File: config.mk
export PLATFORM = sky130hd
export DESIGN_NAME = trail_block_reader
export DESIGN_NICKNAME = d
export VERILOG_FILES = /design/src/rtl/trail_block_reader.sv
export SDC_FILE = /design/constraint.sdc
export NUM_CORES = 1
export LEC_CHECK = 0
export BUFFER_PORTS_ARGS = -buffer_cell sky130_fd_sc_hd__buf_2
export CAP_MARGIN = 20
export CELL_PAD_IN_SITES_DETAIL_PLACEMENT = 0
export CELL_PAD_IN_SITES_GLOBAL_PLACEMENT = 1
export CORE_MARGIN = 3
export CORE_UTILIZATION = 30
export CTS_CLUSTER_DIAMETER = 80
export DETAILED_ROUTE_END_ITERATION = 10
export PLACE_DENSITY_LB_ADDON = 0.15
export SYNTH_ARGS = -nofsm -noshare
export SYNTH_HDL_FRONTEND = slang
export SYNTH_SLANG_ARGS = --single-unit
export TNS_END_PERCENT = 10
File: constraint.sdc
create_clock -name CLOCK_50 -period 4 [get_ports CLOCK_50]
set_clock_uncertainty 0.1 [all_clocks]
set_input_delay 0 -clock CLOCK_50 [delete_from_list [all_inputs] [get_ports CLOCK_50]]
set_output_delay 0 -clock CLOCK_50 [all_outputs]
set_load 0.1 [all_outputs]
File: src/rtl/trail_block_reader.sv
// ---------------------------------------------------------------------------
// trail_block_reader
//
// Checks one BLK_W x BLK_H cell of the trail frame-buffer RAM on request.
// It reports whether the cell leaves the arena and whether any pixel in it is
// already owned. When a pixel is owned, it also reports the owner code of the
// first owned pixel in raster order. Player movement logic calls it on demand
// instead of sampling collisions against the raster.
//
// Ports
//   CLOCK_50   in   system clock, all logic on rising edge
//   reset      in   synchronous, active-high
//   req_valid  in   check request
//   req_ready  out  high only while idle; accept = req_valid & req_ready
//   req_x      in   [9:0]  cell top-left x (pixels)
//   req_y      in   [9:0]  cell top-left y (pixels)
//   rd_en      out  RAM read strobe
//   rd_addr    out  [18:0] RAM read address (x + y*H_RES)
//   rd_data    in   [7:0]  RAM read data, valid RD_LAT edges after rd_en
//   rsp_valid  out  one-cycle result pulse
//   rsp_hit    out  cell contains a nonzero byte
//   rsp_oob    out  cell extends outside the arena
//   rsp_owner  out  [7:0]  first nonzero byte in raster order, 0 if none
// ---------------------------------------------------------------------------
module trail_block_reader #(
  parameter int H_RES      = 640,
  parameter int BLK_W      = 8,
  parameter int BLK_H      = 8,
  parameter int ARENA_XMIN = 16,
  parameter int ARENA_XMAX = 623,
  parameter int ARENA_YMIN = 16,
  parameter int ARENA_YMAX = 463,
  parameter int RD_LAT     = 1
) (
  input  logic        CLOCK_50,
  input  logic        reset,
  input  logic        req_valid,
  output logic        req_ready,
  input  logic [9:0]  req_x,
  input  logic [9:0]  req_y,
  output logic        rd_en,
  output logic [18:0] rd_addr,
  input  logic [7:0]  rd_data,
  output logic        rsp_valid,
  output logic        rsp_hit,
  output logic        rsp_oob,
  output logic [7:0]  rsp_owner
);

  localparam int COL_W = (BLK_W  > 1) ? $clog2(BLK_W)  : 1;
  localparam int ROW_W = (BLK_H  > 1) ? $clog2(BLK_H)  : 1;
  localparam int LAT_W = (RD_LAT > 1) ? $clog2(RD_LAT) : 1;

  localparam logic [COL_W-1:0] COL_LAST = COL_W'(BLK_W - 1);
  localparam logic [ROW_W-1:0] ROW_LAST = ROW_W'(BLK_H - 1);
  localparam logic [LAT_W-1:0] LAT_LAST = LAT_W'(RD_LAT - 1);

  localparam logic [10:0] X_MIN = 11'(ARENA_XMIN);
  localparam logic [10:0] X_MAX = 11'(ARENA_XMAX);
  localparam logic [10:0] Y_MIN = 11'(ARENA_YMIN);
  localparam logic [10:0] Y_MAX = 11'(ARENA_YMAX);
  localparam logic [10:0] W_M1  = 11'(BLK_W - 1);
  localparam logic [10:0] H_M1  = 11'(BLK_H - 1);

  localparam logic [18:0] LINE     = 19'(H_RES);
  // Jump from the last pixel of one cell row to the first pixel of the next.
  localparam logic [18:0] ROW_STEP = 19'(H_RES - BLK_W + 1);

  typedef enum logic [2:0] {
    S_IDLE,
    S_CHECK,
    S_ISSUE,
    S_DRAIN,
    S_DONE
  } state_t;

  state_t state, state_next;

  logic [9:0]        x_q, y_q;
  logic [COL_W-1:0]  col;
  logic [ROW_W-1:0]  row;
  logic [LAT_W-1:0]  lat_cnt;
  logic [RD_LAT-1:0] rd_vld;

  logic        accept;
  logic        cell_oob;
  logic        last_read;
  logic        drain_done;
  logic [18:0] base;
  logic [10:0] x_lo, x_hi, y_lo, y_hi;

  // The bounds are widened to 11 bits so that x+BLK_W-1 cannot wrap past 1023.
  always_comb begin
    x_lo     = {1'b0, x_q};
    y_lo     = {1'b0, y_q};
    x_hi     = x_lo + W_M1;
    y_hi     = y_lo + H_M1;
    cell_oob = (x_lo < X_MIN) || (x_hi > X_MAX) ||
               (y_lo < Y_MIN) || (y_hi > Y_MAX);
    base     = 19'(x_q) + (19'(y_q) * LINE);
  end

  assign accept     = req_valid && req_ready;
  assign last_read  = (col == COL_LAST) && (row == ROW_LAST);
  assign drain_done = (lat_cnt == LAT_LAST);

  always_ff @(posedge CLOCK_50) begin
    if (reset) state <= S_IDLE;
    else       state <= state_next;
  end

  always_comb begin
    state_next = state;
    req_ready  = 1'b0;
    rd_en      = 1'b0;
    rsp_valid  = 1'b0;
    case (state)
      S_IDLE: begin
        req_ready = 1'b1;
        if (req_valid) state_next = S_CHECK;
      end
      S_CHECK: begin
        state_next = cell_oob ? S_DONE : S_ISSUE;
      end
      S_ISSUE: begin
        rd_en = 1'b1;
        if (last_read) state_next = S_DRAIN;
      end
      S_DRAIN: begin
        if (drain_done) state_next = S_DONE;
      end
      S_DONE: begin
        rsp_valid  = 1'b1;
        state_next = S_IDLE;
      end
      default: state_next = S_IDLE;
    endcase
  end

  // Marks which cycles carry real read data. RAM output is ignored in all
  // other cycles, whatever value it shows.
  always_ff @(posedge CLOCK_50) begin
    if (reset) begin
      rd_vld <= '0;
    end else begin
      rd_vld[0] <= rd_en;
      for (int i = 1; i < RD_LAT; i++) rd_vld[i] <= rd_vld[i-1];
    end
  end

  // Holds the request, walks the cell addresses, and counts the drain.
  always_ff @(posedge CLOCK_50) begin
    if (reset) begin
      x_q     <= '0;
      y_q     <= '0;
      rd_addr <= '0;
      col     <= '0;
      row     <= '0;
      lat_cnt <= '0;
    end else begin
      case (state)
        S_IDLE: begin
          if (accept) begin
            x_q <= req_x;
            y_q <= req_y;
          end
        end
        S_CHECK: begin
          col     <= '0;
          row     <= '0;
          lat_cnt <= '0;
          if (!cell_oob) rd_addr <= base;
        end
        S_ISSUE: begin
          if (!last_read) begin
            if (col == COL_LAST) begin
              col     <= '0;
              row     <= row + ROW_W'(1);
              rd_addr <= rd_addr + ROW_STEP;
            end else begin
              col     <= col + COL_W'(1);
              rd_addr <= rd_addr + 19'd1;
            end
          end
        end
        S_DRAIN: begin
          lat_cnt <= lat_cnt + LAT_W'(1);
        end
        default: ;
      endcase
    end
  end

  // Result registers. The first nonzero byte wins the owner field, and later
  // hits only keep rsp_hit set. An accept clears the previous result. The
  // clear comes last so that it takes priority.
  always_ff @(posedge CLOCK_50) begin
    if (reset) begin
      rsp_hit   <= 1'b0;
      rsp_oob   <= 1'b0;
      rsp_owner <= '0;
    end else begin
      if (rd_vld[RD_LAT-1] && (rd_data != 8'h00)) begin
        rsp_hit <= 1'b1;
        if (!rsp_hit) rsp_owner <= rd_data;
      end
      if ((state == S_CHECK) && cell_oob) rsp_oob <= 1'b1;
      if (accept) begin
        rsp_hit   <= 1'b0;
        rsp_oob   <= 1'b0;
        rsp_owner <= '0;
      end
    end
  end

endmodule

==> results.toml <==
[min_path]
hp-start = "reset"
hp-class = "in2reg"
min_path_cells = 3
hold_end = "col[0]"

[global_routing]
grtUsageTotal = 0.152
grt_pass1_vias = 3582
antenna_found_initial = 0
grt_max_degree = 51
grt_first_pass_wirelength_mm = 18.0
grt_overflow = 0

[sta]
setup_viol = 0
drv_slew = 0
max_freq_mhz = 310
rsz0062_at_grt = "false"
period_minus_slack_ns = 3.23
slew-limit-headroom = 0.459
hold_violations = 0
fin_setup_tns_ns = 0
timing.hold.ws_ns = 0.173
min_period_over_period = 0.807
tightest_slew_ns = 0.809

[yosys]
synth_area_um2 = 4010
synth_xor_area_frac = 0.0415
synth.most_common_cell = "nand2_1"
synth_top_family_by_area = "compound AO/OA/AOI/OAI gates"
synthFlopType = "dfxtp_1"
synth_area_per_cell_um2 = 8.06
ys_seq_area_frac = 0.299
synth-edff-count = 0
synthTopCellsByArea = "dfxtp_1 (30%), ha_1 (10%), nand2_1 (6.5%)"
synth-seq-cells = 60
synth-compound-area-share = 0.251
synthAdderAreaFrac = 0.113
synthMuxAreaShare = 0.0249
synthSimpleGateAreaFrac = 0.230
synth.yosys.warnings = 0
yosysTopAreaCellShare = 0.299
synth_commonest_cells = "nand2_1 (69), dfxtp_1 (60), a21oi_1 (51), nor2_1 (47), ha_1 (33)"
synthesis.instances = 498
synth_fp_nets = 564
synth_top_cell_by_area = "dfxtp_1"
ys_async_sr_fraction = 0
ys_types = 67

[floorplan]
start_util = 0.313
fp.dieH_um = 122
die_area_um2 = 14800
core_um2 = 12800
die_w_um = 122
rows = 41
ios = 63

[placed_design]
place.gp.congestion = 0.843
dp_hpwl_mm = 7.95
port_buffers = 62

[clock_network]
clock_sinks = 60
cts_buffers = 9
clk_latency_ns = 0.33
cts.repair.resized = 0
cts-root-buf = "clkbuf_16"
clkSlewWorstSetupHoldPaths_ns = 0.05
htreeDepth = 3
cts_tree = "done"
cts.path.max_buffers = 2

[worst_setup_path]
rr_worst_depth = 11
arrival_ns = 3.31
worst_ep_required_time_ns = 4.09
worst_setup_path_start_kind = "flip-flop"
r2r-start = "col[0]"
crit_path_end_kind = "flip-flop"
rrSetupSlack_ns = 0.77
path_max_fanout = 12
regToRegEndpoint = "rd_addr[18]"
path_class = "reg2reg"

[route]
ant_nets = 0
dr_total_vias = 3839
first_pass_iters = 4
drc = 0
drt_wl_total_mm = 10.9
via_per_inst = 5.08
wl_per_cell_um = 14.4
drt_iter0_drc = 287

[power]
powerDensity_nw_per_um2 = 438
peakVddDrop_uv = 265
leakagePower_nw = 2.05

[job]
drv_cap = 0

[cells_and_area]
area_growth_syn_to_layout_pct = 25.3
diodes = 0
fin_nets = 646
drive_above_1_share = 0.180

[run_status]
outcome = "finished clean"
cells in the final DEF (no fill, tap or decap), types with 6 or more instances in the layout:
cell type	n
nand2_1	69
buf_2	62
dfxtp_1	60
a21oi_1	51
nor2_1	47
ha_1	33
dlygate4sd3_1	29
inv_1	15
o21ai_0	14
xor2_1	12
nand3_1	12
nor3_1	11
mux2i_1	10
nor2b_1	9
clkbuf_16	9
nor4_1	8
xnor2_1	7
a31oi_1	7
nand2b_1	7
and3_1	6
a21oi_2	6
o211ai_1	6
a211oi_2	6
worst max-delay path, stage by stage, from the launching register on:
cell and delay, ns:
dfxtp_1 0.32, ha_1 0.20, ha_1 0.34, ha_1 0.40
a31oi_1 0.14, a2bb2oi_1 0.26, a21o_1 0.19, a21oi_1 0.12
nor2b_1 0.43, nand3b_1 0.13, a221oi_1 0.35, a2111oi_2 0.09
layout make-up:
class	instances	area, µm²
inverters	15	56.3
flip-flops and latches	60	1200
fillers	1342	7800
clock buffers	12	256
multi-input cells	401	2650
well taps	172	215
clock inverters	2	35.0
repair buffers	93	616
sequential cells by signal, summed over array words and instances, names as in the netlist:
signal and cells:
rsp_owner 8, rsp_hit 1, rsp_oob 1, y_q 10, lat_cnt 1, x_q 10
state 3, rd_addr 19, rd_vld 1, col 3, row 3
metal layers:
| layer | track usage | share of wire | vias to the layer above |
|---|---|---|---|
| met4 | 0.0490 | 0.014 | 0 |
| met1 | 0.209 | 0.50 | 1771 |
| li1 | - | - | 1964 |
| met3 | 0.0362 | 0.050 | 11 |
| met5 | 0 | 0 | - |
| met2 | 0.233 | 0.44 | 93 |
logic make-up (layout without fill, tap and decap cells):
| group | Yosys count | in the layout |
|---|---|---|
| simple gates | 194 | 194 |
| buf+inv | 37 | 122 |
| mux | 10 | 10 |
| flops | 60 | 60 |
| fa+ha+maj | 35 | 35 |
| compound gates | 143 | 143 |
| xor+xnor | 19 | 19 |
what timing repair did:
item | in CTS | in global routing
hold buffers | 29 | 0
endpoints found under the setup margin | 0 | 0
hold endpoints to repair | 30 | 0
setup buffers | 0 | 0
stage by stage:
step	area [µm²]	worst slack, ns	cells	power, mW	utilization
global route	5030	0.510	755	2.33	0.392
global placement	4450	0.862	712	1.43	0.347
CTS	5030	0.778	755	2.23	0.392
detailed placement	4450	0.802	712	1.44	0.347
floorplan	4010	0.357	498	1.29	-
finish	5030	0.772	755	2.20	0.392
report_power, final:
group	internal [mW]	leakage (nW)	total, mW	switching [mW]
clock	0.507	0.145	0.761	0.254
combinational	0.215	1.41	0.709	0.494
sequential	0.650	0.488	0.735	0.0845
how the worst max path moves through the flow:
stage | slack, ns | to | from | depth (start not counted)
after detailed placement | 0.80 | rd_addr[18] | y_q[3] | 12
final | 0.77 | rd_addr[18] | col[0] | 11
after floorplan | 0.36 | y_q[0] | state[1] | 6
after CTS | 0.78 | rd_addr[18] | y_q[3] | 12
after global routing | 0.51 | rd_addr[17] | col[0] | 11
after global placement | 0.86 | rd_addr[18] | y_q[3] | 12
Power figures use the tool's default switching activity.
